**config.mk**
```make
export PLATFORM = sky130hd
export DESIGN_NAME = iic_cmd_queue
export DESIGN_NICKNAME = d
export VERILOG_FILES = /design/src/rtl/iic_cmd_queue.sv
export SDC_FILE = /design/constraint.sdc
export NUM_CORES = 1
export LEC_CHECK = 0
export ABC_AREA = 1
export ABC_CLOCK_PERIOD_IN_PS = 2500
export CORE_ASPECT_RATIO = 0.9
export CORE_MARGIN = 2
export CORE_UTILIZATION = 50
export DETAILED_ROUTE_END_ITERATION = 10
export HOLD_SLACK_MARGIN = 0.1
export PLACE_DENSITY_LB_ADDON = 0.08
export SLEW_MARGIN = 20
export SYNTH_ARGS = -nofsm -noshare
export SYNTH_HDL_FRONTEND = slang
export SYNTH_SLANG_ARGS = --single-unit
```
**constraint.sdc**
```tcl
create_clock -name sys_clk -period 2.5 [get_ports sys_clk]
set_input_delay 0.5 -clock sys_clk [delete_from_list [all_inputs] [get_ports sys_clk]]
set_output_delay 0.5 -clock sys_clk [all_outputs]
set_load 0.01 [all_outputs]
```
**src/rtl/iic_cmd_queue.sv**
```systemverilog
// IIC command queue: buffers {dev, reg, data} write commands in a FIFO
// and issues them one at a time to the downstream IIC write stage.
//
// Ports:
//   sys_clk, sys_reset          clock, synchronous active-high reset
//   cmd_valid / cmd_ready       producer handshake (cmd_ready registered)
//   cmd_dev_addr/reg_addr/data  command fields
//   iic_send_en                 one-cycle start pulse to the write stage
//   iic_device_addr/send_addr/send_data  latched command to the write stage
//   busy                        FIFO non-empty or transaction/gap running
//   fifo_level                  current FIFO occupancy
//   overflow                    sticky rejected-push flag
//
// Build option: define IIC_CMD_QUEUE_OVF_FLAG_EN to enable the sticky
// overflow flag; otherwise overflow is tied to 0.

module iic_cmd_queue #(
    parameter int DEPTH       = 8,
    parameter int XFER_CYCLES = 32,
    parameter int GAP_CYCLES  = 4
) (
    input  logic                   sys_clk,
    input  logic                   sys_reset,
    input  logic                   cmd_valid,
    output logic                   cmd_ready,
    input  logic [6:0]             cmd_dev_addr,
    input  logic [7:0]             cmd_reg_addr,
    input  logic [7:0]             cmd_data,
    output logic                   iic_send_en,
    output logic [6:0]             iic_device_addr,
    output logic [7:0]             iic_send_addr,
    output logic [7:0]             iic_send_data,
    output logic                   busy,
    output logic [$clog2(DEPTH):0] fifo_level,
    output logic                   overflow
);

    localparam int AW = $clog2(DEPTH);
    localparam int LW = AW + 1;
    localparam int CW = $clog2(XFER_CYCLES + GAP_CYCLES + 2);

    localparam logic [CW-1:0] XFER_LAST =
        CW'(XFER_CYCLES > 0 ? XFER_CYCLES - 1 : 0);
    localparam logic [CW-1:0] GAP_LAST =
        CW'(GAP_CYCLES > 0 ? GAP_CYCLES - 1 : 0);

    typedef enum logic [1:0] {
        S_IDLE,
        S_ISSUE,
        S_WAIT,
        S_GAP
    } state_t;

    logic [22:0]   r_mem [DEPTH];
    logic [AW-1:0] r_wr_ptr;
    logic [AW-1:0] r_rd_ptr;
    logic [LW-1:0] r_level;
    logic          r_ready;
    logic          r_ne_q;

    state_t        r_state;
    state_t        w_state_nxt;
    logic [CW-1:0] r_cnt;
    logic [CW-1:0] w_cnt_nxt;

    logic [6:0]    r_dev;
    logic [7:0]    r_reg;
    logic [7:0]    r_dat;

    logic          w_push;
    logic          w_pop;
    logic [LW-1:0] w_level_nxt;
    logic [22:0]   w_head;

    assign w_push = cmd_valid && r_ready;
    assign w_head = r_mem[r_rd_ptr];

    // Storage has no reset: contents are meaningless while the level is 0.
    always_ff @(posedge sys_clk) begin
        if (w_push) begin
            r_mem[r_wr_ptr] <= {cmd_dev_addr, cmd_reg_addr, cmd_data};
        end
    end

    always_comb begin
        w_level_nxt = r_level;
        if (w_push && !w_pop) begin
            w_level_nxt = r_level + LW'(1);
        end else if (!w_push && w_pop) begin
            w_level_nxt = r_level - LW'(1);
        end
    end

    always_ff @(posedge sys_clk) begin
        if (sys_reset) begin
            r_wr_ptr <= '0;
            r_rd_ptr <= '0;
            r_level  <= '0;
            r_ready  <= 1'b1;
            r_ne_q   <= 1'b0;
        end else begin
            if (w_push) begin
                r_wr_ptr <= r_wr_ptr + AW'(1);
            end
            if (w_pop) begin
                r_rd_ptr <= r_rd_ptr + AW'(1);
            end
            r_level <= w_level_nxt;
            // Ready looks at the next level so a full FIFO never accepts.
            r_ready <= (w_level_nxt < LW'(DEPTH));
            // Delayed non-empty: an entry must sit in the FIFO one full
            // cycle before it may be issued.
            r_ne_q  <= (r_level != '0);
        end
    end

    always_comb begin
        w_state_nxt = r_state;
        w_cnt_nxt   = r_cnt;
        w_pop       = 1'b0;
        case (r_state)
            S_IDLE: begin
                if (r_ne_q && (r_level != '0)) begin
                    w_state_nxt = S_ISSUE;
                    w_pop       = 1'b1;
                end
            end
            S_ISSUE: begin
                w_state_nxt = S_WAIT;
                w_cnt_nxt   = XFER_LAST;
            end
            S_WAIT: begin
                if (r_cnt == '0) begin
                    if (GAP_CYCLES == 0) begin
                        w_state_nxt = S_IDLE;
                    end else begin
                        w_state_nxt = S_GAP;
                        w_cnt_nxt   = GAP_LAST;
                    end
                end else begin
                    w_cnt_nxt = r_cnt - CW'(1);
                end
            end
            S_GAP: begin
                if (r_cnt == '0) begin
                    w_state_nxt = S_IDLE;
                end else begin
                    w_cnt_nxt = r_cnt - CW'(1);
                end
            end
        endcase
    end

    always_ff @(posedge sys_clk) begin
        if (sys_reset) begin
            r_state <= S_IDLE;
            r_cnt   <= '0;
            r_dev   <= '0;
            r_reg   <= '0;
            r_dat   <= '0;
        end else begin
            r_state <= w_state_nxt;
            r_cnt   <= w_cnt_nxt;
            if (w_pop) begin
                {r_dev, r_reg, r_dat} <= w_head;
            end
        end
    end

`ifdef IIC_CMD_QUEUE_OVF_FLAG_EN
    logic r_ovf;

    always_ff @(posedge sys_clk) begin
        if (sys_reset) begin
            r_ovf <= 1'b0;
        end else if (cmd_valid && !r_ready) begin
            r_ovf <= 1'b1;
        end
    end

    assign overflow = r_ovf;
`else
    assign overflow = 1'b0;
`endif

    assign cmd_ready       = r_ready;
    assign fifo_level      = r_level;
    assign iic_send_en     = (r_state == S_ISSUE);
    assign iic_device_addr = r_dev;
    assign iic_send_addr   = r_reg;
    assign iic_send_data   = r_dat;
    assign busy            = (r_level != '0) || (r_state != S_IDLE);

endmodule

```
## Word-level counts from Yosys, hierarchy flattened

Memory sizes are Yosys's and may differ from the RTL's. A register that Yosys moved wholly into a read port is not among the register bits.
Cells that the tools add are included.

| storage, ports and cells | value |
|---|---|
| register bits | 20 |
| input port bits | 26 |
| memories | 1 |
| bits in writable memories | 184 |

Memory list:

| name | depth | width | rd ports | clocked after memory_dff | write ports | RTL line | RTL |
|---|---|---|---|---|---|---|---|
| r_mem | 8 | 23 | 1 | 1 | 1 | 54 | `logic [22:0] r_mem [DEPTH];` |

| cells by class | value |
|---|---|
| mux-type cells | 13 |
| order comparisons | 1 |
| add/subtract/negate cells | 5 |
| reduce and logical (&&, ||, !) cells | 14 |
| eq/ne operators | 7 |

Operators with widths:

| operator | count |
|---|---|
| $pmux W6 S3 | 1 |
| $mux W6 | 2 |
| $mux W4 | 2 |
| $ne A2 B2 Y1 const B | 4 |
| $pmux W2 S4 | 1 |
| $add A3 B1 Y3 const B | 2 |
| $logic_not A6 Y1 | 1 |
| $mux W2 | 3 |
| $sub A6 B1 Y6 const B | 1 |
| $add A4 B1 Y4 const B | 1 |
| $eq A2 B2 Y1 const B | 2 |
| $logic_and A1 B1 Y1 | 4 |
| $lt A4 B4 Y1 const B | 1 |
| $mux W1 | 4 |
| $reduce_bool A4 Y1 | 1 |
| $sub A4 B1 Y4 const B | 1 |
| $reduce_and A3 Y1 | 1 |
| $reduce_bool A3 Y1 | 1 |
| $eq A2 B1 Y1 const B | 1 |
| $logic_not A1 Y1 | 2 |
| $logic_not A2 Y1 | 1 |
| $reduce_and A2 Y1 | 1 |
| $reduce_bool A2 Y1 | 1 |
| $logic_or A1 B1 Y1 | 1 |

## Logic depth before layout (Yosys ltp)

| depth | value |
|---|---|
| depth after elaboration | 8 |
| mapped depth | 15 |
| mapped depth without buffers | 13 |

## Worst setup path after synthesis

OpenSTA, ideal clock, no wires.

| path | value |
|---|---|
| path type | in2reg |
| start point | input port cmd_valid |
| end point | memory r_mem[0][0], enable pin |
| library setup time | 0.403 ns |
| arrival | 1.829 ns |
| slack | 0.268 ns |
| data required time | 2.097 ns |
| cell stages on the path | 4 |
| cell sequence | nand2_1 inv_1 nand2_1 nor2_1 |

| between the ends | value |
|---|---|
| cells in the longest elaborated chain, start to end | 3 |

RTL lines:

| element | RTL line | RTL |
|---|---|---|
| from (decl) | 24 | `input logic cmd_valid,` |
| $logic_and A1 B1 Y1 | 75 | `assign w_push = cmd_valid && r_ready;` |
| named net w_push | 70 | `logic w_push;` |
| $mux W1 | 80 | `if (w_push) begin` |
| $mux W1 (implied by the code) | 81 | `r_mem[r_wr_ptr] <= {cmd_dev_addr, cmd_reg_addr, cmd_data};` |
| to (decl) | 54 |  |

The timed path passes the listed nets, and every way through them passes these cells.

## Final worst setup path

| path | value |
|---|---|
| start point | register r_state[1] |
| end point | output port iic_send_en |

| between the ends | value |
|---|---|
| cells in the longest elaborated chain, start to end | 1 |

RTL lines:

| element | RTL line | RTL |
|---|---|---|
| from (decl) | 61 | `state_t r_state;` |
| from (signal assigned) | 162 | `r_state <= w_state_nxt;` |
| $eq A2 B1 Y1 | 188 | `assign iic_send_en = (r_state == S_ISSUE);` |
| to (decl) | 29 | `output logic iic_send_en,` |

Every way passes these cells.

==> flow_metrics.env <==
export IMPL_die_area_um2=20300
export IMPL_dp_hpwl_um=11300
export IMPL_cts_buffers=23
export IMPL_comb_power_share_pct=28.0
export IMPL_place_area_um2=10400
export IMPL_max_stage_delay_ps=470
export IMPL_setup_slack_ps=396
export IMPL_clkSinkCount=227
export IMPL_yosysUniqueCellTypes=22
export IMPL_drt_total_wl_um=19700
export IMPL_start_kind="register"
export IMPL_first_pass_iters=4
export IMPL_start_util_pct=51.5
export IMPL_portBuffers=55
export IMPL_grt_usage_pct=20.2
export IMPL_clk_latency_ps=510
export IMPL_grt_pass1_wl_um=31900
export IMPL_maxCapViolations=0
export IMPL_p_leak_nw=4.49
export IMPL_pwr_share_clk_pct=29.5
export IMPL_fin_crit_ps=2100
export IMPL_drive_gt1_share_pct=6.79
export IMPL_finalHoldViolations=0
export IMPL_synth_seq_area_share_pct=66.7
export IMPL_crit_chain="inv_1, ha_1, clkdlybuf4s50_1"
export IMPL_powerDensity_nw_per_um2=987
export IMPL_pre_cts_slack_ps=276
export IMPL_intPower_mw=7.48
export IMPL_pin_count=57
export IMPL_diodes=0
export IMPL_globalplace_congestion=0.766
export IMPL_fin_crit_sh_pct=84.1
export IMPL_core_area_um2=18600
export IMPL_total_power_mw=11.0
export IMPL_cp_data_arrival_time_ps=1600
export IMPL_required_ps=2000
export IMPL_rows=47
export IMPL_drc=0
export IMPL_h_tree_depth=1
export IMPL_post_cts_buffers=0
export IMPL_tns_ps=0
export IMPL_tightest_slew_ps=596
export IMPL_clock_path_buffers=3
export IMPL_die_y_um=135
export IMPL_ys_ff_latch=227
export IMPL_grt_max_degree=59
export IMPL_pwr_share_seq_pct=42.6
export IMPL_ant_nets=0
export IMPL_routedWlPerCell_um=15.6
export IMPL_viasPerCell=4.99
export IMPL_syn_nets=979
export IMPL_swShare_pct=32.0
export IMPL_peakVddDrop_uv=613
export IMPL_synth_cells=941
export IMPL_path_max_fanout=4
export IMPL_rsz0062_at_grt="false"
export IMPL_crit_path_end_kind="primary output"
export IMPL_cts_tree="built"
export IMPL_hold_path_class="reg -> reg"
export IMPL_final_nets=1037
export IMPL_cts_root_buffer="clkbuf_16"
export IMPL_vias=6289
export IMPL_area_delta_synth_final_pct=16.4
export IMPL_grt_pass1_vias=5995
export IMPL_yosysWarnings=0
export IMPL_slew_viol_final=0
export IMPL_final_cell_area_um2=11100
export IMPL_finalSetupViolCount=0
export IMPL_crit_type="reg -> out"
export IMPL_cts_reportedPaths_clkPinSlew_ps=60
export IMPL_syn_area_um2=9570
export IMPL_fmax_mhz=475
export IMPL_switchingPower_mw=3.51
export IMPL_die_w_um=150
export IMPL_cpMaxStageDelayCell="clkdlybuf4s50_1"
export IMPL_antenna_found_initial=0
export IMPL_grt_overflow=0
export IMPL_avgSynthCellArea_um2=10.2
export IMPL_drt_iter0_markers=494
export IMPL_skew_ps=19.9
export IMPL_maxSlewHeadroom_pct=60.2
export IMPL_cts_hold_fix_buffers=0
export IMPL_status="completed"
[worst max-delay path: cells and delay by family (launching register included)]
| family | cells | cell delay [ps] |
|---|---|---|
| buf+inv | 2 | 550 |
| fa+ha+maj | 1 | 170 |
| flops | 1 | 380 |
[cell type report]
cell class | instances | area, um^2
Fill cell | 1578 | 7440
Sequential cell | 227 | 6390
Timing Repair Buffer | 76 | 798
Clock buffer | 32 | 629
Clock inverter | 10 | 78.8
Multi-Input combinational cell | 547 | 2470
Tap cell | 245 | 307
Inverter | 124 | 465
[power groups by stage]
| stage | Combinational, mW | Sequential (mW) | Clock (mW) |
|---|---|---|---|
| 2_1_floorplan | 2.15 | 4.75 | 0 |
| 3_3_place_gp | 3.08 | 4.75 | 0 |
| 3_5_place_dp | 3.11 | 4.76 | 0 |
| 4_1_cts | 3.13 | 4.68 | 3.30 |
| 5_1_grt | 3.54 | 4.73 | 3.46 |
| 6_report | 3.07 | 4.68 | 3.24 |
[metrics by stage]
stage | hold WS [ps] | instances | util, %
final | 486 | 1261 | 59.9
after global routing | 516 | 1261 | 59.9
after CTS | 490 | 1261 | 59.9
after detailed placement | 483 | 1219 | 56.1
after global placement | 483 | 1219 | 56.1
after floorplan | 457 | 941 | -
[routing by layer]
| metal | wire length [um] | track usage [%] | part of all wire (%) |
|---|---|---|---|
| met5 | 0 | 0 | 0 |
| met4 | 259 | 3.88 | 1.3 |
| met3 | 1040 | 3.33 | 5.3 |
| met2 | 9120 | 32.4 | 46 |
| met1 | 9310 | 29.6 | 47 |
[sequential cells by signal (all words and copies together), names as in the netlist]
signal           count
iic_send_data        8
iic_send_addr        8
r_cnt                6
cmd_ready            1
r_ne_q               1
r_mem              184
r_state              2
fifo_level           4
r_rd_ptr             3
r_wr_ptr             3
iic_device_addr      7
[kinds of logic (layout without fill, tap and decap cells)]
family / after synthesis / count (layout) / share of synthesized area [%]
compound gates: 112 / 112 / 5.88
other cells: 1 / 1 / 0.0392
flops: 227 / 227 / 66.7
simple gates: 419 / 419 / 17.8
xor+xnor: 3 / 3 / 0.275
fa+ha+maj: 12 / 12 / 1.57
buf+inv: 167 / 242 / 7.70
[Yosys cell counts (all sizes together)]
master	count	area, um^2
nor2	33	124
conb	1	3.75
inv	124	465
dfxtp	43	861
o21ai	75	375
a211oi	1	7.51
nand4	6	37.5
a21oi	36	180
xnor2	1	8.76
clkbuf	11	41.3
xor2	2	17.5
ha	12	150
nand3	80	418
edfxtp	184	5530
nand2	300	1130
buf	32	230
[worst paths after layout]
check	depth (start not counted)	end	start	slack, ps
worst max register to register	11	cmd_ready$_SDFF_PP1_	fifo_level[0]$_SDFFE_PP0P_	610
worst max-delay path	3	iic_send_en	r_state[1]$_SDFFE_PP0P_	400
worst min-delay path	2	r_wr_ptr[0]$_SDFFE_PP0P_	r_wr_ptr[0]$_SDFFE_PP0P_	490
worst min register to register	2	r_wr_ptr[0]$_SDFFE_PP0P_	r_wr_ptr[0]$_SDFFE_PP0P_	490
[layout by cell type (no fill, tap or decap)]
master           count
ha_1                12
clkinv_2             5
a211oi_1             1
xnor2_1              1
nand4_1              6
nand2_1            300
edfxtp_1           184
xor2_1               2
dfxtp_1             40
buf_12               7
dfxtp_4              1
bufinv_16            1
clkbuf_8             2
clkinv_1             2
dfxtp_2              2
nand3_4              1
clkbuf_16           23
a21oi_1             36
conb_1               1
inv_2                2
buf_4               14
nand3_1             78
nor2_2               8
nand3_2              1
nor2_1              25
inv_1              122
inv_6                1
clkdlybuf4s50_1     54
o21ai_0             75
clkbuf_1             7
clkinvlp_4           1
dlymetal6s2s_1       1
[repair_timing]
action / 4_1_cts / 5_1_grt
endpoints found under the hold margin: 0 / 0
gates resized for setup: 1 / 1
setup endpoints to repair: 1 / 1
Power figures use the tool's default switching activity.
